## src/rtl/pwm_cmp_demux_8x1.sv

```systemverilog
// PWM compare bank write side: routes writes to 8 double-buffered channels.
// Active values change on a period-boundary commit, or at once in bypass mode.
module pwm_cmp_demux_8x1 #(
  parameter int DATA_W = 16,
  parameter logic [DATA_W-1:0] RST_VAL = '0
) (
  input  logic              clk,
  input  logic              rstn,
  input  logic              wr_valid,
  output logic              wr_ready,
  input  logic [2:0]        wr_sel,
  input  logic [DATA_W-1:0] wr_data,
  input  logic              upd_mode,
  input  logic              load_strobe,
  output logic [DATA_W-1:0] out_0,
  output logic [DATA_W-1:0] out_1,
  output logic [DATA_W-1:0] out_2,
  output logic [DATA_W-1:0] out_3,
  output logic [DATA_W-1:0] out_4,
  output logic [DATA_W-1:0] out_5,
  output logic [DATA_W-1:0] out_6,
  output logic [DATA_W-1:0] out_7,
  output logic [7:0]        pend,
  output logic              upd_done
);

  typedef enum logic {
    IDLE   = 1'b0,
    COMMIT = 1'b1
  } state_t;

  state_t state, state_nxt;

  logic [7:0][DATA_W-1:0] shadow;
  logic [7:0][DATA_W-1:0] act;
  logic                   accept;
  logic                   shd_wr;

  assign wr_ready = (state == IDLE);
  assign upd_done = (state == COMMIT);
  assign accept   = wr_valid && wr_ready;
  assign shd_wr   = accept && !upd_mode;

  // Old pend is sampled, so a same-cycle shadowed write must be ORed in.
  always_comb begin
    state_nxt = state;
    unique case (state)
      IDLE: begin
        if (load_strobe && ((pend != 8'h00) || shd_wr))
          state_nxt = COMMIT;
      end
      COMMIT: state_nxt = IDLE;
      default: state_nxt = IDLE;
    endcase
  end

  always_ff @(posedge clk or negedge rstn) begin
    if (!rstn) begin
      state <= IDLE;
    end else begin
      state <= state_nxt;
    end
  end

  always_ff @(posedge clk or negedge rstn) begin
    if (!rstn) begin
      for (int i = 0; i < 8; i++) begin
        shadow[i] <= RST_VAL;
        act[i]    <= RST_VAL;
      end
      pend <= '0;
    end else if (state == COMMIT) begin
      for (int i = 0; i < 8; i++) begin
        if (pend[i])
          act[i] <= shadow[i];
      end
      pend <= '0;
    end else if (accept) begin
      shadow[wr_sel] <= wr_data;
      if (upd_mode) begin
        act[wr_sel]  <= wr_data;
        pend[wr_sel] <= 1'b0;
      end else begin
        pend[wr_sel] <= 1'b1;
      end
    end
  end

  assign out_0 = act[0];
  assign out_1 = act[1];
  assign out_2 = act[2];
  assign out_3 = act[3];
  assign out_4 = act[4];
  assign out_5 = act[5];
  assign out_6 = act[6];
  assign out_7 = act[7];

endmodule

```

## config.mk

```make
export PLATFORM = sky130hd
export DESIGN_NAME = pwm_cmp_demux_8x1
export DESIGN_NICKNAME = d
export VERILOG_FILES = /design/src/rtl/pwm_cmp_demux_8x1.sv
export SDC_FILE = /design/constraint.sdc
export NUM_CORES = 1
export LEC_CHECK = 0
export ABC_AREA = 1
export BUFFER_PORTS_ARGS = -buffer_cell sky130_fd_sc_hd__buf_2
export CORE_MARGIN = 1.5
export CORE_UTILIZATION = 40
export DETAILED_ROUTE_END_ITERATION = 16
export SYNTH_ARGS = -nofsm -noshare
export SYNTH_HDL_FRONTEND = slang
export SYNTH_SLANG_ARGS = --single-unit
```

## constraint.sdc

```tcl
create_clock -name clk -period 1.85 [get_ports clk]
set_input_delay 0.185 -clock clk [delete_from_list [all_inputs] [get_ports clk]]
set_output_delay 0.185 -clock clk [all_outputs]
set_load 0.1 [all_outputs]
```

---- After elaboration in Yosys (flattened, before gate mapping) ----
Cells that the tools add are included.
storage, ports and cells
  register bits after elaboration ......... 265
  bits of input ports ..................... 24
  output and inout bits ................... 138
cells by class
  magnitude comparators ................... 2
  equal/unequal tests ..................... 8
  multiplexer cells ....................... 22
  bitwise operators ....................... 4
  reduce and logical (&&, ||, !) cells .... 18
operator list
  cell                count
  $mux 128            3
  $bwmux 128          2
  $mux 16             9
  $demux 16 s3        1
  $mux 8              3
  $reduce_and 3->1    8
  $ne 2x2->1 const B  8
  $and 8x8->8         1
  $not 8->8           1
  $or 8x8->8          1
  $reduce_bool 8->1   1
  $logic_and 1x1->1   4
  $lt 3x4->1 const B  1
  $reduce_bool 2->1   2
  $demux 1 s3         1
  $ge 3x1->1 const B  1
  $mux 1              2
  $pmux 1 s2          1
  $reduce_and 2->1    1
  $logic_not 1->1     1
  $logic_or 1x1->1    1
  $not 1->1           1

---- Logic depth before layout (Yosys ltp) ----
  depth after elaboration ................. 9
  gate-level depth with buffers ........... 10
  gate-level depth less buffers ........... 7

---- Least setup slack after synthesis ----
OpenSTA, ideal clock, no wires.
  path type ............................... register -> register
  start ................................... register state, in the netlist upd_done
  end ..................................... register pend[2]
  arrival time ............................ 2.061 ns
  required time ........................... 1.772 ns
  setup slack ............................. -0.289 ns
  cell stages (with the launch flop) ...... 7
  path through ............................ dfrtp_1 buf_6 inv_6 buf_2 buf_2 nand3_1 a21oi_1
on the way
  cells in the longest elaborated chain, start to end .. 3
  elaborated cells on any way between the ends .. 4
RTL lines
  item                                line  text
  start: declaration                  32    state_t state, state_nxt;
  start signal: assignment            61    state <= state_nxt;
  $not 1->1 (no source line)          -
  named net wr_ready                  10    output logic wr_ready,
  $logic_and 1x1->1                   41    assign accept = wr_valid && wr_ready;
  $reduce_bool 2->1 (no source line)  -
  end signal: assignment              71    pend <= '0;
  end signal: assignment              77    pend <= '0;
  end signal: indexed assignment      82    pend[wr_sel] <= 1'b0;
  end: declaration                    23    output logic [7:0] pend,
The timed path passes the listed nets, and every way through them passes these cells.
A chain may end at the register's enable or synchronous reset.

---- Worst setup path after layout ----
  start ................................... register state, in the netlist upd_done
  end ..................................... output port wr_ready
on the way
  cells in the longest elaborated chain, start to end .. 1
RTL lines
  item                        line
  $not 1->1 (no source line)  -
  end: declaration            10
No other way between the ends.

==> results by group <==
Run status
  – Run status: complete, no violations

Min path
  – Hold Crit Class: input pin to flop

Die
  – Starting Density: 40.5%
  – Die area: 31000 sq um
  – Core area: 29600 sq um
  – DIE HEIGHT: 176 microns
  – Io pins: 162
  – Rows: 63
  – Die X: 176 microns

Clock tree
  – TritonCTS sink count: 265
  – Clock buffer count from CTS: 30
  – CTS tree: built
  – Root Buffer: clkbuf_16
  – Clock Pin Slew Worst Setup and Hold Paths: 0.06 ns
  – H-tree depth: 1
  – Worst-Skew Late Latency: 0.56 ns
  – Clock Path Buffers: 3

Timing
  – Max-slew violation count: 0
  – Final Critical Period: 1.81 ns
  – Final period util: 98.0%
  – Setup TNS: 0 ns
  – Max Fclk: 552 MHz
  – Least-Margin Pin Slew: 0.601 ns
  – Final hold vios: 0
  – Relative slew margins: 59.9%
  – Final setup vio count: 0
  – Setup repair after global routing missed its margin: false
  – Clk_skew: 0.00835 ns

Place
  – Port Buffers: 161
  – GP Congestion: 0.858
  – Final HPWL DP: 26200 microns

Critical path
  – CP arrival: 1.63 ns
  – RR Endpoint: shadow[90]
  – R2R depth: 6
  – Setup CP Type: flop to primary output
  – CP dominant cell by count: buf_12
  – CP Cell Sequence: inv_6, buf_12, buf_12, buf_12
  – Setup crit end: wr_ready
  – Critical path's top delay family: buffers and inverters
  – Nature of the critical path startpoint: flop
  – Reg-to-reg slack, setup: 0.11 ns
  – Critical path origin: upd_done
  – Worst path depth: 4
  – Slowest CP cell: dfrtp_2
  – Slowest stage delay, CP: 0.46 ns
  – Critical path peak fanout: 15
  – Worst EP required: 1.66 ns
  – Reg-to-reg startpoint: upd_done
  – CP endpoint kind: primary output
  – WP buf/inv: 4

Global route
  – Tot GR Track Use: 25.9%
  – First-pass GRT wire length: 61300 microns
  – Grt ovf: 0
  – Vias in the first global route: 10324
  – Largest net degree at the start of global routing: 73
  – Initial antenna violation count: 2

Logic synthesis
  – Post-synthesis sequential area ratio: 55.4%
  – Post-synth EDFFs: 0
  – Post-synth ARST share: 100%
  – Synthesis Warnings: 0
  – Top cell type's share of synthesized area: 55.4%
  – Distinct cells, synth: 22
  – Top post-synthesis cells by area: dfrtp_1 (55%), nand2_1 (22%), o21ai_0 (8.7%), o22ai_1 (2.9%), inv_1 (2.0%)
  – Seq cells post-synth: 265
  – Commonest cells in the netlist: nand2_1 (688), dfrtp_1 (265), o21ai_0 (208)
  – Syn Nets: 1505
  – Count leader, synth: nand2_1
  – Top_reg_cell synth: dfrtp_1
  – Synth Area per Inst: 8.09 sq um
  – Synthesized area: 12000 sq um
  – Largest area contributor in the netlist: dfrtp_1
  – Cells after synthesis: 1481

Drt
  – Iter 0 DRT Violations: 931
  – DR vias/cell: 5.14
  – DR vias: 10693
  – Final routed DRC violation total: 0
  – Antenna Nets Post-Route: 0
  – Total Wirelength: 39800 microns
  – Pre-Repair DR Iteration Count: 5
  – WL per Instance: 19.1 microns

Finish
  – Filler cells: 2944
  – Ant diodes: 0
  – Multi-input gate area: 4570 sq um
  – Area growth from synthesis to layout: 22.8%
  – Fin nets: 1693
  – FF+latch area: 6630 sq um
  – Share of cells above drive strength 1: 20.3%

Flow run
  – Max Cap Viol: 0
per-stage QoR:
stage,cells,util [%],cell area [sq um],setup slack [ns],hold WS (ns)
after floorplan,1481,-,12000,0.0567,-0.111
after global placement,2019,45.9,13600,0.0250,0.181
after global routing,2082,49.7,14700,0.00273,0.0121
after CTS,2079,49.5,14600,0.0212,0.00461
final,2082,49.7,14700,0.0370,0.0161
after detailed placement,2019,45.9,13600,0.0320,0.182
sequential cells by signal, indices dropped and copies added (netlist names):
signal	count
out_1	16
out_3	16
upd_done	1
out_4	16
out_6	16
pend	8
out_7	16
shadow	128
out_0	16
out_5	16
out_2	16
per-layer routing:
layer / track usage, % / wire length, microns / part of all wire (%) / vias to the layer above
li1: - / - / - / 5084
met4: 8.80 / 1300 / 3.3 / 4
met3: 3.77 / 3010 / 7.6 / 82
met5: 0 / 26 / 0.065 / -
met1: 37.7 / 17800 / 45 / 5098
met2: 39.4 / 17600 / 44 / 425
placed cells by master (no fill, tap or decap):
| cell type | count |
|---|---|
| nand2_1 | 688 |
| dfrtp_1 | 263 |
| o21ai_0 | 208 |
| buf_2 | 158 |
| buf_4 | 75 |
| inv_1 | 65 |
| o22ai_1 | 55 |
| nand3_1 | 37 |
| clkbuf_16 | 31 |
| nor2_1 | 16 |
| buf_12 | 16 |
| nand2_2 | 11 |
| nor2_4 | 11 |
| clkbuf_1 | 11 |
| nand3_2 | 10 |
| inv_2 | 7 |
| clkbuf_8 | 7 |
| nor2_2 | 4 |
| clkinv_2 | 4 |
| dlygate4sd3_1 | 4 |
| dfrtp_2 | 2 |
| inv_6 | 1 |
| nand2_4 | 1 |
| a21oi_4 | 1 |
| a21oi_1 | 1 |
| o21ai_1 | 1 |
| clkinvlp_4 | 1 |
| bufinv_16 | 1 |
| bufbuf_16 | 1 |
| buf_8 | 1 |
cell type report:
cell class              instances  area share (%)
clock inverters                 6           0.391
well taps                     390            3.32
inverters                      73            1.90
flip-flops and latches        265            45.1
clock buffers                  49            6.21
multi-input cells            1044            31.1
repair buffers                255            12.0
worst register-to-register path, delay by kind of cell (launching register included):
family	cells	cell delay [ns]
compound gates	1	0.12
buf+inv	3	0.64
flops	1	0.46
simple gates	2	0.40
worst min path at each step:
stage                 from         end  cells after the start
2_1_floorplan         rstn    out_0[0]                      0
3_3_place_gp          rstn    out_1[4]                      1
3_5_place_dp          rstn    out_2[0]                      1
4_1_cts          wr_sel[1]     pend[6]                      3
5_1_grt        wr_data[15]  shadow[47]                      3
6_report         wr_sel[1]     pend[6]                      3
kinds of logic (layout without fill, tap and decap cells):
| group | after synthesis | count (layout) | synth area share [%] |
|---|---|---|---|
| compound gates | 266 | 266 | 11.8 |
| buf+inv | 172 | 383 | 6.51 |
| flops | 265 | 265 | 55.4 |
| simple gates | 778 | 778 | 26.3 |
timing repair:
action,CTS,global route
pin swaps,0,6
gates cloned,1,0
resized for setup,6,1
endpoints found under the setup margin,1,29
hold buffers,4,0
setup buffers,0,3
endpoints found under the hold margin,65,0
Power is left out: the tool's default activity adds up to more than one toggle a clock period on the data nets, which glitch-free logic cannot reach.
